File: src/rtl/reg_writeback.sv
`default_nettype none
// ============================================================================
// Module   : reg_writeback
// Brief    : Merges ALU and long-latency results into the register-file write
//            port, buffering long-latency results and tracking pending writes.
// Revision : 1.0 - initial release
// ============================================================================
module reg_writeback #(
    parameter int LU_FIFO_DEPTH = 4
) (
    input  logic                             clk,
    input  logic                             reset_n,
    input  logic                             issue_valid,
    input  logic [4:0]                       issue_rd,
    output logic [31:0]                      busy,
    input  logic                             alu_valid,
    input  logic [4:0]                       alu_rd,
    input  logic [31:0]                      alu_data,
    input  logic                             lu_valid,
    output logic                             lu_ready,
    input  logic [4:0]                       lu_rd,
    input  logic [31:0]                      lu_data,
    output logic                             reg_wren,
    output logic [4:0]                       write_address,
    output logic [31:0]                      write_data,
    output logic [$clog2(LU_FIFO_DEPTH):0]   lu_count
);

    localparam int c_PTR_W = $clog2(LU_FIFO_DEPTH);
    localparam int c_CNT_W = c_PTR_W + 1;
    localparam logic [c_CNT_W-1:0] c_FULL = c_CNT_W'(LU_FIFO_DEPTH);

    logic [36:0]        r_mem [LU_FIFO_DEPTH];
    logic [c_PTR_W-1:0] r_wr_ptr;
    logic [c_PTR_W-1:0] r_rd_ptr;
    logic [c_CNT_W-1:0] r_count;

    logic               r_wren;
    logic               r_from_lu;
    logic [4:0]         r_addr;
    logic [31:0]        r_data;
    logic [31:0]        r_busy;

    logic               w_push;
    logic               w_pop;
    logic [36:0]        w_head;
    logic [31:0]        w_busy_set;
    logic [31:0]        w_busy_clr;

    // Ready comes from stored occupancy only, so a same-cycle pop cannot
    // open a slot for a push in that cycle.
    assign lu_ready = (r_count < c_FULL);
    assign w_push   = lu_valid && lu_ready;
    assign w_pop    = !alu_valid && (r_count != '0);
    assign w_head   = r_mem[r_rd_ptr];

    always_ff @(posedge clk) begin
        if (w_push) begin
            r_mem[r_wr_ptr] <= {lu_rd, lu_data};
        end
    end

    always_ff @(posedge clk or negedge reset_n) begin
        if (!reset_n) begin
            r_wr_ptr <= '0;
            r_rd_ptr <= '0;
            r_count  <= '0;
        end else begin
            if (w_push) begin
                r_wr_ptr <= r_wr_ptr + c_PTR_W'(1);
            end
            if (w_pop) begin
                r_rd_ptr <= r_rd_ptr + c_PTR_W'(1);
            end
            if (w_push && !w_pop) begin
                r_count <= r_count + c_CNT_W'(1);
            end else if (!w_push && w_pop) begin
                r_count <= r_count - c_CNT_W'(1);
            end
        end
    end

    // x0 destinations still occupy a slot and are popped, but never write.
    always_ff @(posedge clk or negedge reset_n) begin
        if (!reset_n) begin
            r_wren    <= 1'b0;
            r_from_lu <= 1'b0;
            r_addr    <= '0;
            r_data    <= '0;
        end else if (alu_valid) begin
            r_wren    <= (alu_rd != 5'd0);
            r_from_lu <= 1'b0;
            r_addr    <= alu_rd;
            r_data    <= alu_data;
        end else if (w_pop) begin
            r_wren    <= (w_head[36:32] != 5'd0);
            r_from_lu <= 1'b1;
            r_addr    <= w_head[36:32];
            r_data    <= w_head[31:0];
        end else begin
            r_wren    <= 1'b0;
            r_from_lu <= 1'b0;
        end
    end

    // Clear happens on the edge the register file captures the LU write;
    // applying set after clear lets a re-issue to the same register win.
    assign w_busy_clr = (r_wren && r_from_lu) ? (32'd1 << r_addr) : 32'd0;
    assign w_busy_set = (issue_valid && (issue_rd != 5'd0)) ? (32'd1 << issue_rd) : 32'd0;

    always_ff @(posedge clk or negedge reset_n) begin
        if (!reset_n) begin
            r_busy <= '0;
        end else begin
            r_busy <= ((r_busy & ~w_busy_clr) | w_busy_set) & ~32'd1;
        end
    end

    assign busy          = r_busy;
    assign reg_wren      = r_wren;
    assign write_address = r_addr;
    assign write_data    = r_data;
    assign lu_count      = r_count;

endmodule
`default_nettype wire

File: config.mk
export PLATFORM = sky130hd
export DESIGN_NAME = reg_writeback
export DESIGN_NICKNAME = d
export VERILOG_FILES = /design/src/rtl/reg_writeback.sv
export SDC_FILE = /design/constraint.sdc
export NUM_CORES = 1
export LEC_CHECK = 0
export CAP_MARGIN = 25
export CORE_AREA = 4 4 119 166
export CTS_BUF_LIST = sky130_fd_sc_hd__clkbuf_2 sky130_fd_sc_hd__clkbuf_4 sky130_fd_sc_hd__clkbuf_8
export CTS_CLUSTER_DIAMETER = 50
export DETAILED_ROUTE_END_ITERATION = 10
export DIE_AREA = 0 0 123 170
export PLACE_DENSITY = 0.77
export SLEW_MARGIN = 30
export SYNTH_ARGS = -nofsm -noshare
export SYNTH_HDL_FRONTEND = slang
export SYNTH_SLANG_ARGS = --single-unit
File: constraint.sdc
create_clock -name clk -period 2.1 [get_ports clk]
set_input_delay 0.42 -clock clk [delete_from_list [all_inputs] [get_ports clk]]
set_output_delay 0.42 -clock clk [all_outputs]
set_load 0.05 [all_outputs]
# Word-level counts from Yosys, hierarchy flattened
# Memories as Yosys holds them, arrays and structs flattened.
# Cells that the tools add are included.
[classes]
n_addsub = 4
magnitude_cmp = 1
shifts = 2
muxes = 14
bitwise_logic = 3
n_reduce_logical = 15
[ops]
columns = ["operator", "count"]
rows = [
  ["$mux 32", 4],
  ["$shl 1x5->32 const A", 2],
  ["$and 32x32->32", 1],
  ["$not 32->32", 1],
  ["$or 32x32->32", 1],
  ["$reduce_bool 5->1", 3],
  ["$mux 5", 2],
  ["$logic_and 1x1->1", 6],
  ["$mux 1", 6],
  ["$mux 3", 2],
  ["$add 2x1->2 const B", 2],
  ["$reduce_bool 2->1", 2],
  ["$add 3x1->3 const B", 1],
  ["$logic_not 1->1", 3],
  ["$lt 3x3->1 const B", 1],
  ["$reduce_bool 3->1", 1],
  ["$sub 3x1->3 const B", 1],
]
[word_totals]
reg_bits = 77
ram_bits = 148
input_bits = 84
output_inout_bits = 74
wordCells = 48
mem_count = 1
[mem_list]
columns = ["name", "words", "width", "rd", "rd_ports_with_merged_regs", "write_ports", "line_no", "source"]
rows = [
  ["r_mem", 4, 37, 1, 0, 1, "33", "logic [36:0] r_mem [LU_FIFO_DEPTH];"],
]

# Depth between registers and ports, before layout
[logic_depth]
ltp_word = 6
depth_mapped = 9

# Worst setup path after synthesis
# No wires, ideal clock.
[synth_timing]
path_kind = "reg2reg"
startpoint = "register r_count[2] (netlist: lu_count[2])"
endpoint = "memory r_mem[0][0] (enable)"
arrival_time_ns = 1.919
t_required_ns = 1.702
slack_ns = -0.217
path_stages_with_launch = 4
path_buffers = 1
synth_period_minus_slack_ns = 2.317
path_cell_list = "dfrtp_1 -> nor2b_1 -> clkbuf_1 -> and2_1"
[synth_via]
elab_chain_len = 4
[synth_lines]
columns = ["element", "line_no", "source"]
rows = [
  ["start: declaration", "36", "logic [c_CNT_W-1:0] r_count;"],
  ["start signal: assignment", "76", "r_count <= r_count + c_CNT_W'(1);"],
  ["start signal: assignment", "78", "r_count <= r_count - c_CNT_W'(1);"],
  ["$lt 3x3->1", "52", "assign lu_ready = (r_count < c_FULL);"],
  ["$logic_and 1x1->1", "53", "assign w_push = lu_valid && lu_ready;"],
  ["named net w_push", "44", "logic w_push;"],
  ["$mux 1", "58", "if (w_push) begin"],
  ["$mux 1 (not written as such)", "59", "r_mem[r_wr_ptr] <= {lu_rd, lu_data};"],
  ["end: declaration", "33", ""],
]
# The timed path passes the listed nets, and every way through them passes these cells.

# Final worst setup path
[layout_timing]
startpoint = "register r_busy[3] (netlist: busy[3])"
endpoint = "output port busy[3]"
[layout_rtl]
columns = ["element", "line_no", "source"]
rows = [
  ["start: declaration", "42", "logic [31:0] r_busy;"],
  ["start signal: assignment", "115", "r_busy <= ((r_busy & ~w_busy_clr) | w_busy_set) & ~32'd1;"],
  ["end: declaration", "15", "output logic [31:0] busy,"],
]
# No word-level cell between the ends.

==> results_dict.tcl <==
set metrics [dict create \
    tightest_slew_ps 703 \
    grt_use_total_pct 19.2 \
    grt_pass1_wl_um 31100 \
    ir_drop_uv 759 \
    postRouteAntennaNets 0 \
    post_synth.cell_area_avg_um2 17.0 \
    wirelength_um 20300 \
    netlist.area_leader.share_pct 50.7 \
    finalMaxSlewViolations 0 \
    outcome "completed" \
    instances_no_fill 984 \
    cts.sinks 225 \
    hpwl_um 13900 \
    fin_setup_tns_ps 0 \
    clock_latency_ps 490 \
    power.density_nw_per_um2 1440 \
    seqPwrFrac_pct 38.7 \
    max-cap-violations 0 \
    final_cell_mix "edfxtp_1, o21ai_0, clkdlybuf4s50_1, dfrtp_1, dlymetal6s2s_1" \
    total_power_mw 16.8 \
    critical_path_class "reg -> out" \
    yosys-top-cells-area "edfxtp_1, dfrtp_1, mux4_2" \
    die-area_um2 20900 \
    critPathBufInv 1 \
    cp.required_ps 1680 \
    p_sw_mw 6.38 \
    cp.depth 1 \
    critPathMaxFanout 2 \
    hold_depth 3 \
    start_kind "register" \
    r2r-start "r_rd_ptr[0]" \
    sw_frac_of_total_pct 38.1 \
    ys_seq_elements 225 \
    drc 0 \
    synth_cells 515 \
    period_needed_ps 2070 \
    synth_compound_area_share_pct 6.44 \
    cts_tree "built" \
    finalCritPeriodShare_pct 98.5 \
    nNetsFinal 806 \
    clockPowerShare_pct 21.5 \
    setup_ws_ps 30.8 \
    yosys.area_share.adder_pct 0.942 \
    yosysTopAreaCell "edfxtp_1" \
    crit_arrival_ps 1650 \
    cts.clk_slew.worst_paths_ps 60 \
    synthXorXnorAreaFrac_pct 0.599 \
    max_stage_delay_ps 820 \
    grt_pass1_vias 5763 \
    end_kind "output port" \
    cts_buffers 35 \
    setup_viol 0 \
    reg2reg_to "reg_wren" \
    p_leak_nw 4.50 \
    htreeDepth 2 \
    synth_top_family_by_area "multiplexers" \
    antenna_cells 0 \
    placement_rows 59 \
    layout.cells.most_common "edfxtp_1" \
    slew_headroom_pct 53.2 \
    dr.pass1.iters 6 \
    p_int_mw 10.4 \
    yosys.area_share.simple_pct 4.47 \
    drive_gt1_share_pct 20.0 \
    design_area_um2 11700 \
    die_y_um 170 \
    start_util_pct 47.7 \
    dp_slack_ps -141 \
    grt_start_max_net_pins 41 \
    overflow 0 \
    synth_fp_nets 605 \
    wl_per_cell_um 20.6 \
    areaGrowthSynthToFinish_pct 33.1 \
    hp-start "alu_valid" \
    finalHoldViolCount 0 \
    placed_area_um2 10800 \
    clock_path_buffers 3 \
    synthMuxAreaShare_pct 13.4 \
    syn_area_um2 8770 \
    drtIter0Drc 488 \
    place_congestion 0.876 \
    dr_total_vias 5406 \
    clock.fmax_mhz 483 \
    portBuffers 156 \
    r2r_slack_ps 110 \
    min_delay_worst_endpoint "r_from_lu" \
    ys_warn_count 0 \
    hold_slack_ps 307 \
    root_buffer "clkbuf_8" \
    dp.cells 920 \
    final_core_util_pct 63.5 \
    die_w_um 123 \
    core_area_um2 18400 \
    crit_family "buffers and inverters" \
    path_cells "clkdlybuf4s50_1" \
    hold_path.class "in -> reg" \
    via_per_inst 5.49 \
    skew_ps 12.5 \
    ys_seq_area_share_pct 72.7 \
    design.portCount 158 \
    r2r_cells 3 \
    synth_cell_types 38 \
    combPwrFrac_pct 39.8 \
    crit_slowest_cell "clkdlybuf4s50_1" \
    grt_antenna_before_repair 0 \
]
## cell usage after synthesis
master / count
inv_1: 6
nand4b_1: 2
and2_1: 4
or4_1: 1
mux4_1: 3
nor3b_1: 2
buf_2: 6
nand4_1: 1
a221o_1: 2
xnor2_1: 3
xor2_1: 3
dfrtp_1: 77
nor2b_1: 1
nor3_1: 2
fa_1: 1
nand3_1: 3
o21ai_0: 94
nor2_1: 5
mux4_2: 34
nor4_1: 1
nand3b_1: 8
or4b_2: 1
buf_1: 1
mux2i_1: 32
buf_4: 1
or4bb_1: 1
or3_1: 2
or3b_2: 4
nand2_1: 36
ha_1: 5
a21o_1: 4
buf_6: 1
clkbuf_1: 13
o41ai_1: 1
mux2_2: 1
edfxtp_1: 148
a22o_1: 4
conb_1: 1
## power by group through the flow
stage,combinational [mW],sequential (mW),clock [mW]
finish,6.66,6.48,3.61
global route,7.04,6.60,3.93
CTS,6.72,6.48,3.70
detailed placement,6.79,6.57,0
global placement,6.67,6.47,0
floorplan,2.17,8.65,0
## cell families after synthesis
| logic type | after synthesis |
|---|---|
| and+or+nand+nor | 74 |
| adders and majority gates | 6 |
| xor gates and xnor gates | 6 |
| AOI/OAI and AO/OA | 105 |
| DFF | 225 |
| other | 1 |
| muxes | 70 |
| buffers and inverters | 28 |
## routing by layer
metal  vias to the layer above  wire (um)  track usage, %
li1                       2404          -               -
met1                      2702       7400            23.1
met2                       250      11000            34.6
met3                        50       1310            3.79
met4                         0        523            6.22
met5                         -          0               0
## final cells by class
cell class	count	area, um2
Sequential cell	225	6380
Clock buffer	51	627
Clock inverter	10	71.3
Timing Repair Buffer	186	1980
Inverter	6	22.5
Multi-Input combinational cell	262	2290
Tap cell	244	305
Fill cell	1313	6710
## state kept, by name (all words and copies together), names as in the netlist
name	flops
write_data	32
write_address	5
r_mem	148
reg_wren	1
r_from_lu	1
busy	31
r_rd_ptr	2
r_wr_ptr	2
lu_count	3
## worst max-delay path by stage
stage                   startpoint        endpoint  slack (ps)
finish                     busy[3]         busy[3]          30
global route               busy[3]         busy[3]         -20
CTS                 write_data[21]  write_data[21]         0.4
detailed placement        lu_valid     lu_count[2]        -140
global placement          lu_valid     lu_count[2]         -40
floorplan              lu_count[0]     lu_count[2]          80
## what timing repair did
item | 4_1_cts | 5_1_grt
endpoints found under the hold margin | 34 | 0
cloned | 0 | 0
pin swaps | 0 | 0
setup buffers | 0 | 2
hold buffers | 1 | 0
setup endpoints to repair | 16 | 50
gates resized for setup | 16 | 51
Power figures use the tool's default switching activity.
